===== config.mk =====
export PLATFORM = sky130hd
export DESIGN_NAME = idle_timer
export DESIGN_NICKNAME = d
export VERILOG_FILES = /design/src/rtl/stim_seq_checker_idle_timer.sv
export SDC_FILE = /design/constraint.sdc
export NUM_CORES = 1
export LEC_CHECK = 0
export ABC_AREA = 1
export CAP_MARGIN = 30
export CELL_PAD_IN_SITES_DETAIL_PLACEMENT = 0
export CELL_PAD_IN_SITES_GLOBAL_PLACEMENT = 1
export CORE_AREA = 2 2 39 41
export CTS_BUF_LIST = sky130_fd_sc_hd__clkbuf_4 sky130_fd_sc_hd__clkbuf_8 sky130_fd_sc_hd__clkbuf_16
export DETAILED_ROUTE_END_ITERATION = 16
export DIE_AREA = 0 0 41 43
export HOLD_SLACK_MARGIN = 0.1
export MAX_ROUTING_LAYER = met4
export PLACE_DENSITY = 0.5
export SYNTH_ARGS = -nofsm -noshare
export SYNTH_HDL_FRONTEND = slang
export SYNTH_SLANG_ARGS = --single-unit
export TNS_END_PERCENT = 100

===== constraint.sdc =====
create_clock -name clk -period 1.6 [get_ports clk]
set_input_delay 0.32 -clock clk [delete_from_list [all_inputs] [get_ports clk]]
set_output_delay 0.32 -clock clk [all_outputs]
set_load 0.1 [all_outputs]

===== src/rtl/stim_seq_checker_idle_timer.sv =====
`default_nettype none
// ============================================================================
// Module      : idle_timer
// Description : Counts consecutive idle cycles for the sequence checker and
//               flags when the count reaches TIMEOUT-1.
// Ports       : clk      - clock, rising edge
//               rst      - asynchronous active-high reset
//               clear    - synchronous clear of the idle count
//               count_en - advance the idle count this cycle
//               expired  - idle count equals TIMEOUT-1
// Revision    : 1.0  initial release
// ============================================================================
module idle_timer #(
    parameter int TIMEOUT = 16
) (
    input  logic clk,
    input  logic rst,
    input  logic clear,
    input  logic count_en,
    output logic expired
);

    localparam int c_tw = $clog2(TIMEOUT);
    localparam logic [c_tw-1:0] c_limit = c_tw'(TIMEOUT - 1);

    logic [c_tw-1:0] r_timer;

    // The checker leaves RUN on the idle cycle seen while expired is high,
    // so the hold at the limit only guards against wrap if that ever changes.
    always_ff @(posedge clk or posedge rst) begin
        if (rst) begin
            r_timer <= '0;
        end else if (clear) begin
            r_timer <= '0;
        end else if (count_en && !expired) begin
            r_timer <= r_timer + 1'b1;
        end
    end

    assign expired = (r_timer == c_limit);

endmodule
`default_nettype wire


* Yosys cells after proc, flatten, opt, wreduce, memory -nomap -nowiden
Index checks and enable logic that the tools add are counted.
** Word-level totals
- Register bits :: 4
- Bits of input ports :: 4
- Output and inout bits :: 1
- Logic and storage cells :: 8
** Cells by class
- Add/subtract/negate cells :: 1
- Equal/unequal tests :: 1
- Multiplexer cells :: 2
- Reductions and logical operators :: 3
** Operator list (count)
- $mux W4 :: 2
- $add A4 B1 Y4 const B :: 1
- $eq A4 B4 Y1 const B :: 1
- $reduce_bool A2 Y1 :: 1
- $logic_and A1 B1 Y1 :: 1
- $logic_not A1 Y1 :: 1

* Logic depth before layout (Yosys ltp)
- Depth in word-level cells :: 5
- Mapped depth :: 7
- Mapped depth without buffers :: 7

* Worst setup path before layout
Ideal clock, no wire load.
- Path kind :: register to output
- Start point :: register r_timer[0]
- End point :: output expired
- Arrival time :: 1.257 ns
- Data required time :: 1.280 ns
- Path slack :: 0.023 ns
- Cell stages (with the launch flop) :: 4
- Buffers on the path :: 0
- Cell sequence :: dfrtp_1 > ha_1 > nand3_1 > inv_1
** Between the ends
- Longest elaborated chain between the ends :: 1
** RTL lines
- start, declared :: line 26 : logic [c_tw-1:0] r_timer;
- start signal, assigned :: line 36 : r_timer <= r_timer + 1'b1;
- $eq A4 B4 Y1 :: line 40 : assign expired = (r_timer == c_limit);
- end, declared :: line 20 : output logic expired
No other way between the ends.

* Worst setup path after layout
Ends and elaborated chain as after synthesis.

==> impl_results.md <==
- Die width: 41 um
- Worst Path Arrival: 1.21 ns
- Distinct cells, synth: 10
- Clk buf depth: 2
- Uppermost layer routed: met3
- Synth Area per Inst: 7.63 um^2
- Largest regs: r_timer (4)
- Worst Tran Pin Value: 0.171 ns
- Clock Tree Root: clkbuf_4
- Relative slew slack: 0.886
- MaxCap Viol Count: 0
- Area of the die: 0.00176 mm^2
- Worst-path maximum fanout: 4
- Setup_tns: 0 ns
- Combinational fraction of design power: 0.124
- Post-synthesis cell count: 30
- Initial Utilization: 0.165
- # setup viols final: 0
- RR Startpoint: r_timer[0]$_DFFE_PP0P_
- CTS tree: built
- NetSw: 0.0000583 W
- Clk pwr share: 0.458
- EDFF count, synth: 0
- CP required: 1.28 ns
- Initial antenna violation count: 0
- Largest net degree at the start of global routing: 7
- List of most frequent post-synthesis cells: nand2_1 (10), dfrtp_1 (4), inv_1 (4), nand3_1 (4)
- Achievable frequency: 654 MHz
- R2r setup slk: 0.41 ns
- Yosys top cell area share: 0.437
- Leak: 0.191 nW
- Setup Buffers After CTS: 0
- Crit start category: register
- Initial DRT Pass Iterations: 4
- I/O pin count: 5
- CTS resizes: 0
- Worst setup path startpoint: r_timer[0]$_DFFE_PP0P_
- Worst-Skew Late Latency: 0.23 ns
- Mapped cell area: 229 um^2
- CTS Buf Count: 3
- Worst R2R Path Depth: 7
- Wirelength per Cell: 8.02 um
- Die height: 43 um
- DRC: 0
- Final setup skew: 0.00394 ns
- Sequential share of the synthesized area: 0.437
- Core Footprint: 0.00138 mm^2
- Number of DRC markers in iteration 0: 3
- Most common cell in the netlist: nand2_1
- Vias in the first global route: 181
- CP endpoint kind: output port
- Max IR drop VDD: 0.000253 V
- First-pass GRT wire length: 696 um
- R2r endpoint: r_timer[3]$_DFFE_PP0P_
- Period minus WS final: 1.53 ns
- Detail Placement HPWL: 331 um
- Ys Warns: 0
- Max-slew violation count: 0
- IO Port Bufs: 4
- Internal: 0.000207 W
- Htree depth: 1
- M1 WL: 181 um
- Met2 WL: 226 um
- Post-synth top area cell: dfrtp_1
- Worst slack, placed: 0.285 ns
- Synthesis-stage register bit count: 4
- Overflow after GRT: 0
- Layout Area Growth over Synthesis: 47.0%
- Biggest register: r_timer
- Status: finished clean
- Metal3 WL: 32 um
- Final setup margin: 0.0720 ns
- Switching Share: 0.220
- Reg clk slew, reported paths: 0.04 ns
- Syn nets: 35
- DR vias: 219
- Hold crit path type: in -> async
- Pwr dens: 788 mW/mm^2
- Layout cells sized above 1: 0.205
- RD Place Congestion: 0.724
- Worst setup path class: reg -> out
- Final Hold Fails: 0
- Max reg flops: 4
- GRT Total Usage: 0.0663
- CTS Hold Buffers Added: 0
- Period Utilization, post-route: 0.955
- Synth area leaders: dfrtp_1 (44%), nand2_1 (16%), nand3_1 (8.7%), inv_1 (6.6%), ha_1 (5.5%)
- Cell row count: 14
- Post-synthesis async set-or-reset flop share: 1.00
- Sequential Power Share: 0.418
- RSZ-0062 raised after global routing: no
- Vias/cell: 3.98
- CTS Sinks: 4
- Post-route ant nets: 0
- Final WL: 441 um
- Nets: 46
- Top FF cell, synth: dfrtp_1
- Antenna cells: 0
==> cells in the final DEF, fill, tap and decap left out <==
cell type        instances
buf_12                   1
buf_4                    2
clkbuf_4                 3
clkdlybuf4s50_1          3
dfrtp_1                  4
ha_1                     1
inv_1                    4
inv_2                    1
nand2_1                 10
nand3_1                  4
nand4_1                  2
nor2_1                   2
nor2_4                   1
xor2_1                   1
==> cell families (layout without fill, tap and decap cells) <==
logic type,after synthesis,in the layout,share of synthesized area
buf+inv,5,14,0.0819
fa+ha+maj,1,1,0.0546
simple gates,19,19,0.388
xor+xnor,1,1,0.0383
flops,4,4,0.437
==> worst max-delay path, cell delays in order, from the launching register on <==
cell and delay, ns:
dfrtp_1 0.40, ha_1 0.23, nand3_1 0.10, inv_1 0.07
buf_12 0.16
==> cell type report <==
type / count / area (um^2)
inverter: 5 / 18.8
tap: 16 / 20.0
clock buffer: 3 / 22.5
sequential: 4 / 100
fill: 156 / 1050
multi-input combinational: 21 / 110
timing repair buffer: 6 / 65.1
==> power groups by stage <==
stage	Sequential [W]	Combinational, W	Clock [W]
global placement	0.000112	0.0000275	0
CTS	0.000111	0.0000270	0.000126
global route	0.000111	0.0000367	0.000134
finish	0.000111	0.0000329	0.000122
floorplan	0.000111	0.0000158	0
detailed placement	0.000113	0.0000268	0
==> worst max-delay path by stage <==
stage	end	slack (ns)	depth (start not counted)
final	expired	0.07	4
after detailed placement	expired	0.29	4
after CTS	expired	0.04	4
after global placement	expired	0.32	4
after global routing	expired	0.006	4
after floorplan	expired	0.02	3
==> routing by layer <==
| layer | GRT usage | up-vias |
|---|---|---|
| met2 | 0.0875 | 5 |
| met5 | - | - |
| met4 | 0.0400 | 0 |
| met1 | 0.0590 | 99 |
| met3 | 0.0628 | 0 |
| li1 | - | 115 |
==> through the flow <==
| step | instances | total power, W | util | hold slack (ns) | cell area, um^2 |
|---|---|---|---|---|---|
| finish | 55 | 0.000265 | 0.243 | 0.270 | 337 |
| global route | 55 | 0.000282 | 0.243 | 0.288 | 337 |
| CTS | 53 | 0.000264 | 0.232 | 0.269 | 322 |
| global placement | 50 | 0.000140 | 0.216 | 0.516 | 299 |
| detailed placement | 50 | 0.000139 | 0.216 | 0.516 | 299 |
| floorplan | 30 | 0.000127 | - | 0.0861 | 229 |
(Power assumes the default switching activity.)
